$ cat src/rtl/clk_period_meter.sv
// clk_period_meter: measures the period and high time of a slow asynchronous
// input clock (sig_in), counted in clk_in cycles, and reports lock and timeout.
//
// Ports:
//   clk_in      - system clock; all logic uses its rising edge
//   rstn        - synchronous active-low reset
//   sig_in      - slow asynchronous input to measure
//   period_out  - last rising-edge-to-rising-edge period (clk_in cycles)
//   high_out    - clk_in cycles with sig_in high during that period
//   valid_out   - one-cycle pulse when period_out/high_out update
//   locked_out  - high while LOCK_CNT consecutive periods matched
//   timeout_out - high while no rising edge arrived within TIMEOUT cycles
module clk_period_meter #(
  parameter int unsigned CNT_W    = 16,
  parameter int unsigned TIMEOUT  = 65535,
  parameter int unsigned LOCK_CNT = 4
) (
  input  logic             clk_in,
  input  logic             rstn,
  input  logic             sig_in,
  output logic [CNT_W-1:0] period_out,
  output logic [CNT_W-1:0] high_out,
  output logic             valid_out,
  output logic             locked_out,
  output logic             timeout_out
);

  localparam int unsigned       MCNT_W = 4;
  localparam logic [CNT_W-1:0]  TOUT_V = CNT_W'(TIMEOUT);
  localparam logic [CNT_W-1:0]  ONE_V  = CNT_W'(1);
  localparam logic [MCNT_W-1:0] LOCK_V = MCNT_W'(LOCK_CNT);

  typedef enum logic [1:0] {
    S_IDLE = 2'd0,
    S_MEAS = 2'd1,
    S_TOUT = 2'd2
  } state_t;

  state_t            state_q, state_d;
  logic              s1_q, s2_q, d_q;
  logic              rise_c;
  logic [CNT_W-1:0]  cnt_q, cnt_d;
  logic [CNT_W-1:0]  hcnt_q, hcnt_d;
  logic [CNT_W-1:0]  period_d, high_d;
  logic [MCNT_W-1:0] mcnt_q, mcnt_d;
  logic              first_q, first_d;
  logic              valid_d, locked_d, tout_d;

  // Synchronized rising edge of sig_in
  assign rise_c = s2_q & ~d_q;

  // State register
  always_ff @(posedge clk_in) begin
    if (!rstn) state_q <= S_IDLE;
    else       state_q <= state_d;
  end

  // Next-state logic; a rise at the timeout boundary keeps us measuring
  always_comb begin
    state_d = state_q;
    case (state_q)
      S_IDLE:  if (rise_c) state_d = S_MEAS;
      S_MEAS:  if (!rise_c && (cnt_q == TOUT_V)) state_d = S_TOUT;
      S_TOUT:  if (rise_c) state_d = S_MEAS;
      default: state_d = S_IDLE;
    endcase
  end

  // Datapath and output next values
  always_comb begin
    cnt_d    = cnt_q;
    hcnt_d   = hcnt_q;
    mcnt_d   = mcnt_q;
    first_d  = first_q;
    period_d = period_out;
    high_d   = high_out;
    valid_d  = 1'b0;
    locked_d = locked_out;
    tout_d   = timeout_out;
    case (state_q)
      S_IDLE, S_TOUT: begin
        // First edge after reset or timeout: start counting, no report
        if (rise_c) begin
          cnt_d   = ONE_V;
          hcnt_d  = ONE_V;
          mcnt_d  = '0;
          first_d = 1'b1;
          tout_d  = 1'b0;
        end
      end
      S_MEAS: begin
        if (rise_c) begin
          period_d = cnt_q;
          high_d   = hcnt_q;
          valid_d  = 1'b1;
          cnt_d    = ONE_V;
          hcnt_d   = ONE_V;
          first_d  = 1'b0;
          // First report after (re)start has nothing valid to compare with
          if (first_q)                   mcnt_d = '0;
          else if (cnt_q != period_out)  mcnt_d = '0;
          else if (mcnt_q != LOCK_V)     mcnt_d = mcnt_q + MCNT_W'(1);
          locked_d = (mcnt_d == LOCK_V);
        end else if (cnt_q == TOUT_V) begin
          tout_d   = 1'b1;
          locked_d = 1'b0;
          mcnt_d   = '0;
        end else begin
          // cnt_q < TOUT_V here; hcnt never exceeds cnt
          cnt_d = cnt_q + ONE_V;
          if (s2_q && (hcnt_q != TOUT_V)) hcnt_d = hcnt_q + ONE_V;
        end
      end
      default: ;
    endcase
  end

  // Synchronizer, counters and registered outputs
  always_ff @(posedge clk_in) begin
    if (!rstn) begin
      s1_q        <= 1'b0;
      s2_q        <= 1'b0;
      d_q         <= 1'b0;
      cnt_q       <= '0;
      hcnt_q      <= '0;
      mcnt_q      <= '0;
      first_q     <= 1'b0;
      period_out  <= '0;
      high_out    <= '0;
      valid_out   <= 1'b0;
      locked_out  <= 1'b0;
      timeout_out <= 1'b0;
    end else begin
      s1_q        <= sig_in;
      s2_q        <= s1_q;
      d_q         <= s2_q;
      cnt_q       <= cnt_d;
      hcnt_q      <= hcnt_d;
      mcnt_q      <= mcnt_d;
      first_q     <= first_d;
      period_out  <= period_d;
      high_out    <= high_d;
      valid_out   <= valid_d;
      locked_out  <= locked_d;
      timeout_out <= tout_d;
    end
  end

endmodule

$ cat config.mk
export PLATFORM = sky130hd
export DESIGN_NAME = clk_period_meter
export DESIGN_NICKNAME = d
export VERILOG_FILES = /design/src/rtl/clk_period_meter.sv
export SDC_FILE = /design/constraint.sdc
export NUM_CORES = 1
export LEC_CHECK = 0
export ABC_AREA = 1
export BUFFER_PORTS_ARGS = -buffer_cell sky130_fd_sc_hd__buf_2
export CAP_MARGIN = 20
export CORE_ASPECT_RATIO = 0.8
export CORE_MARGIN = 5
export CORE_UTILIZATION = 60
export DETAILED_ROUTE_END_ITERATION = 8
export GPL_TIMING_DRIVEN = 0
export PLACE_DENSITY = 0.86
export REMOVE_ABC_BUFFERS = 1
export SLEW_MARGIN = 20
export SYNTH_ARGS = -nofsm -noshare
export SYNTH_HDL_FRONTEND = slang
export SYNTH_SLANG_ARGS = --single-unit
$ cat constraint.sdc
create_clock -name clk_in -period 4.75 [get_ports clk_in]
set_input_delay 0.2375 -clock clk_in [delete_from_list [all_inputs] [get_ports clk_in]]
set_output_delay 0.2375 -clock clk_in [all_outputs]
set_load 0.01 [all_outputs]
==> flow_metrics.tcl, run 1 <==
set metrics [dict create \
    cts_resized 0 \
    slowest_delay_ns 0.44 \
    initial_core_util_pct 61.7 \
    ys_async_sr_fraction_pct 0 \
    synthFlopType "dfxtp_1" \
    critPathRequiredTime_ns 5.01 \
    grt_util_met3_pct 6.81 \
    fill_cells 484 \
    final_area_um2 4100 \
    crit_path_frequent_cell "inv_2" \
    p_switching_w 0.000300 \
    finalNetCount 553 \
    via_count 3307 \
    antenna_cells 0 \
    power_frac_seq_pct 52.0 \
    synth_warnings 0 \
    ios 38 \
    die_w_um 97.2 \
    row_count 25 \
    antenna_found_initial 0 \
    timing.hold.ws_ns 0.0657 \
    grtUsageTotal_pct 22.8 \
    crit_buf_inv 3 \
    dp_cells 615 \
    ys_seq_elements 77 \
    grt_pass1_vias 3099 \
    synth_cells 508 \
    fmax_mhz 441 \
    post-cts-setup-buffers 0 \
    final_cells 632 \
    synth_area_um2 3650 \
    cpMaxStageDelayCell "nor2_4" \
    slew_headroom_pct 54.3 \
    min_period_ns 2.27 \
    status "complete, no violations" \
    clock_latency_ns 0.36 \
    crit_type "register to register" \
    grt_pass1_wl_mm 14.2 \
    path_clk_slew_ns 0.08 \
    hold_violations 0 \
    placed_cell_area_um2 3860 \
    cp_data_arrival_time_ns 2.52 \
    grt.overflow.total 0 \
    cts_tree "done" \
    layout_common_cells "nand2_1 (137), dfxtp_1 (77), inv_1 (71)" \
    drtAntennaViolNets 0 \
    cts_root_buf "clkbuf_8" \
    synth-edff-count 0 \
    period_share_pct 47.7 \
    met1_usage_pct 29.5 \
    synth_cell_types 34 \
    cts_buffers 9 \
    worstSetupStartpointType "register" \
    hp-class "input port to register" \
    finalClockSkew_ns 0.0112 \
    vdd_drop_max_mv 0.165 \
    tns_ns 0 \
    crit_family "simple AND/OR/NAND/NOR gates" \
    clockBufferDepth 2 \
    regArea_um2 1540 \
    drive_gt1_share_pct 15.8 \
    busiest_layer "met2" \
    mostFrequentLayoutCell "nand2_1" \
    maxCapViolations 0 \
    p_per_area_nw_per_um2 307 \
    internal_power_w 0.000961 \
    wirelength_mm 8.24 \
    coreArea_um2 5910 \
    crit_path_end_kind "register" \
    htreeDepth 3 \
    multi_input_area_um2 1720 \
    drt_first_pass_iters 4 \
    cts.sinks 77 \
    io_buffers 37 \
    via_per_inst 5.23 \
    avgSynthCellArea_um2 7.18 \
    wl_per_cell_um 13.0 \
    cts_hold_buf 0 \
    yosysSeqAreaShare_pct 42.2 \
    post-route-util_pct 69.4 \
    cp_max_fo 18 \
    tightest_slew_ns 0.682 \
    swShare_pct 23.8 \
    slew_viol_final 0 \
    hpwl_mm 5.72 \
    use_met2_pct 36.1 \
    area_delta_synth_final_pct 12.4 \
    rsz0062_at_grt "false" \
    drc_errors 0 \
    design.die.area_um2 7750 \
    power_leakage_nw 1.77 \
    finalSetupViolations 0 \
    combPwrFrac_pct 5.2 \
    cp_cell_sequence "nor2_8 > nand2_1 > inv_2 > nor2_8 > inv_2 > nor2_4 > inv_2 > o32ai_1" \
    grt_max_degree 35 \
    first_iter_violations 246 \
    clkPwrFrac_pct 42.9 \
    chipHeight_um 79.7 \
    gp_congestion 0.873 \
]
-- cells by family after synthesis --
group | synth area share [%]
and+or+nand+nor | 30.9
buffers and inverters | 10.6
AOI/OAI and AO/OA | 13.9
DFF | 42.2
xor gates and xnor gates | 0.960
adders and majority gates | 1.37
-- cell usage after synthesis (2+ instances only) --
| library cell | n | area share (%) |
|---|---|---|
| nand2_4 | 4 | 1.2 |
| nor3_2 | 3 | 0.82 |
| buf_6 | 3 | 0.93 |
| o32ai_1 | 2 | 0.48 |
| nor3_1 | 15 | 2.1 |
| nand3_1 | 27 | 3.7 |
| a211oi_2 | 2 | 0.69 |
| nor2_4 | 3 | 0.93 |
| nand2_1 | 137 | 14 |
| inv_1 | 71 | 7.3 |
| nor2_8 | 5 | 2.7 |
| o22ai_1 | 15 | 2.6 |
| ha_1 | 4 | 1.4 |
| o21ai_0 | 28 | 3.8 |
| o21ai_1 | 15 | 2.1 |
| nand4_1 | 3 | 0.51 |
| buf_4 | 2 | 0.41 |
| inv_2 | 12 | 1.2 |
| xor2_1 | 3 | 0.72 |
| buf_2 | 4 | 0.55 |
| dfxtp_1 | 77 | 42 |
| nor2_1 | 36 | 3.7 |
| nand2_2 | 4 | 0.69 |
| a21oi_1 | 22 | 3.0 |
| clkbuf_1 | 2 | 0.21 |
-- final timing paths --
path	from	to	cells past startpoint	slack (ns)
worst min-delay path	sig_in	s1_q$_SDFF_PN0_	3	0.07
worst max register to register	d_q$_SDFF_PN0_	mcnt_q[1]$_SDFFE_PN0P_	8	2.48
worst max-delay path	d_q$_SDFF_PN0_	mcnt_q[1]$_SDFFE_PN0P_	8	2.48
worst min register to register	s1_q$_SDFF_PN0_	s2_q$_SDFF_PN0_	2	0.42
-- sequential cells by signal, summed over array words and instances (netlist names) --
| register | cells |
|---|---|
| high_out | 16 |
| locked_out | 1 |
| valid_out | 1 |
| first_q | 1 |
| period_out | 16 |
| hcnt_q | 16 |
| s1_q | 1 |
| d_q | 1 |
| mcnt_q | 4 |
| s2_q | 1 |
| timeout_out | 1 |
| cnt_q | 16 |
| state_q | 2 |
-- layer usage --
layer | part of all wire, % | vias up
met1 | 49 | 1487
li1 | - | 1701
met2 | 42 | 99
met5 | 0 | -
met4 | 2.2 | 0
met3 | 6.0 | 20
-- tightest hold or removal path, cell delays in order --
cell and delay, ns:
buf_2 0.07, nand2_1 0.04, inv_1 0.04
-- power by group through the flow --
stage	clock, W	combinational (W)	sequential (W)
global placement	0	0.0000626	0.000670
detailed placement	0	0.0000634	0.000670
global route	0.000577	0.0000722	0.000656
finish	0.000540	0.0000653	0.000655
floorplan	0	0.0000460	0.000669
CTS	0.000548	0.0000641	0.000655
-- final cells by class --
type	count	area share (%)
Sequential cell	77	37.6
Tap cell	81	2.47
Timing Repair Buffer	38	5.19
Inverter	83	7.60
Multi-Input combinational cell	337	41.9
Clock inverter	6	2.14
Clock buffer	10	3.11
-- through the flow --
stage	worst slack, ns	power, W
after floorplan	3.01	0.000715
after global placement	2.45	0.000732
after detailed placement	2.47	0.000733
after CTS	2.50	0.00127
after global routing	2.31	0.00131
final	2.48	0.00126
(Power assumes the default switching activity.)
==> inputs of run 2 (changes only) <==
--- a/config.mk
+++ b/config.mk
@@ -10,10 +10,10 @@
 export CAP_MARGIN = 20
 export CORE_ASPECT_RATIO = 0.8
 export CORE_MARGIN = 5
-export CORE_UTILIZATION = 60
+export CORE_UTILIZATION = 58
 export DETAILED_ROUTE_END_ITERATION = 8
 export GPL_TIMING_DRIVEN = 0
-export PLACE_DENSITY = 0.86
+export PLACE_DENSITY = 0.84
 export REMOVE_ABC_BUFFERS = 1
 export SLEW_MARGIN = 20
 export SYNTH_ARGS = -nofsm -noshare
==> constraint.sdc (replaced) <==
create_clock -name clk_in -period 2.12 [get_ports clk_in]
set_input_delay 0.106 -clock clk_in [delete_from_list [all_inputs] [get_ports clk_in]]
set_output_delay 0.106 -clock clk_in [all_outputs]
set_load 0.01 [all_outputs]
==> run 2 against run 1 <==
Effect of this change:
- worst hold slack gained 0.034 ns
- wire length increased by 2.7%
- count of clock-buffer cells in the layout unchanged
- non-clock buffer count rose by 4
- largest power group unchanged
- fmax is 14% higher
- first-iteration DRC count increased by 11%
- design area rose by 1.0%
==> flow_metrics.tcl, run 2 (same netlist as run 1, synthesis figures left out) <==
set metrics [dict create \
    status "complete, no violations" \
    design.die.area_um2 7990 \
    grt.overflow.total 0 \
    cp_data_arrival_time_ns 2.23 \
    grt_pass1_vias 3148 \
    period_share_pct 93.4 \
    first_iter_violations 272 \
    vdd_drop_max_mv 0.415 \
    cts_buffers 9 \
    maxCapViolations 0 \
    gp_congestion 0.882 \
    drc_errors 0 \
    min_period_ns 1.98 \
    mostFrequentLayoutCell "nand2_1" \
    slew_viol_final 0 \
    worstSetupStartpointType "register" \
    drt_first_pass_iters 5 \
    cts_root_buf "clkbuf_8" \
    wl_per_cell_um 13.3 \
    area_delta_synth_final_pct 13.5 \
    via_per_inst 5.41 \
    crit_path_end_kind "register" \
    cts_tree "done" \
    wirelength_mm 8.46 \
    finalClockSkew_ns 0.0151 \
    reg2reg_slack_ns 0.14 \
    antenna_found_initial 0 \
    whs_endpoint "s1_q$_SDFF_PN0_" \
    io_buffers 37 \
    cts.sinks 77 \
    hold_violations 0 \
    die_w_um 98.7 \
    clock_latency_ns 0.36 \
    crit_type "register to register" \
    tns_ns 0 \
    critPathRequiredTime_ns 2.37 \
    grt_max_degree 35 \
    initial_core_util_pct 60.7 \
    placed_cell_area_um2 3860 \
    hp-class "input port to register" \
    worst_r2r_path_depth 8 \
    cp_max_fo 6 \
    coreArea_um2 6010 \
    final_area_um2 4140 \
    row_count 25 \
    power_leakage_nw 1.79 \
    reg2reg_to "cnt_q[7]$_SDFFE_PN0P_" \
    via_count 3443 \
    slew_headroom_pct 32.8 \
    htreeDepth 3 \
    fmax_mhz 505 \
    drtAntennaViolNets 0 \
    whs_path_depth 3 \
    hpwl_mm 5.89 \
    layout_common_cells "nand2_1 (137), dfxtp_1 (77), inv_1 (71)" \
    reg2reg_from "cnt_q[0]$_SDFFE_PN0P_" \
    hold_path_startpoint "rstn" \
    drive_gt1_share_pct 16.9 \
    ios 38 \
    grtUsageTotal_pct 22.0 \
    tightest_slew_ns 1.01 \
    finalSetupViolations 0 \
    grt_pass1_wl_mm 14.1 \
    path_clk_slew_ns 0.08 \
    antenna_cells 0 \
    chipHeight_um 80.9 \
    clockBufferDepth 2 \
    finalNetCount 558 \
    p_per_area_nw_per_um2 687 \
]
run 2: timing repair:
action | 4_1_cts | 5_1_grt
hold buffers | 1 | 0
buffers inserted | 4 | 0
pin swaps | 1 | 2
endpoints found under the hold margin | 1 | 0
gates cloned | 0 | 1
gates resized for setup | 0 | 3
endpoints found under the setup margin | 2 | 10
run 2: how the worst max path moves through the flow:
stage | from | slack, ns | to
floorplan | cnt_q[0]$_SDFFE_PN0P_ | 0.38 | hcnt_q[14]$_SDFFE_PN0P_
global placement | d_q$_SDFF_PN0_ | -0.06 | mcnt_q[1]$_SDFFE_PN0P_
detailed placement | d_q$_SDFF_PN0_ | -0.1 | mcnt_q[1]$_SDFFE_PN0P_
CTS | cnt_q[0]$_SDFFE_PN0P_ | 0.05 | hcnt_q[10]$_SDFFE_PN0P_
global route | hcnt_q[1]$_SDFFE_PN0P_ | -0.02 | hcnt_q[13]$_SDFFE_PN0P_
finish | cnt_q[0]$_SDFFE_PN0P_ | 0.14 | cnt_q[7]$_SDFFE_PN0P_
run 2: layout make-up:
| class | count | area, um2 |
|---|---|---|
| tap | 81 | 101 |
| clock inverter | 6 | 87.6 |
| clock buffer | 10 | 128 |
| fill | 530 | 1860 |
| timing repair buffer | 42 | 238 |
| inverter | 83 | 312 |
| sequential | 77 | 1540 |
| multi-input combinational | 338 | 1740 |
run 2: worst max-delay path, cell delays in order (launching register included):
cell and delay, ns:
dfxtp_1 0.43, ha_1 0.22, nand3_2 0.17, nor2_8 0.19, nand2_4 0.09, o21ai_1 0.43, o21ai_0 0.19, nand2_1 0.11
a21oi_1 0.05
run 2: metrics by stage:
step	setup slack, ns	util (%)	instances	total power, W	hold WS [ns]
after CTS	0.0466	68.7	636	0.00286	0.0891
final	0.140	69.0	637	0.00285	0.0994
after global routing	-0.0155	69.0	637	0.00294	0.111
after floorplan	0.378	-	497	0.00160	0.199
after global placement	-0.0633	64.3	615	0.00164	0.295
after detailed placement	-0.0976	64.3	615	0.00164	0.293
run 2: layer usage:
| metal | wire length, um | up-vias | GRT usage, % |
|---|---|---|---|
| li1 | - | 1714 | - |
| met1 | 3890 | 1587 | 28.9 |
| met2 | 3770 | 131 | 35.2 |
| met3 | 674 | 11 | 5.24 |
| met4 | 127 | 0 | 9.00 |
| met5 | 0 | - | 0 |
run 2: power breakdown:
group	internal (W)	switching, W
registers	0.00146	0.0000117
clock network	0.000661	0.000556
logic	0.0000478	0.000115
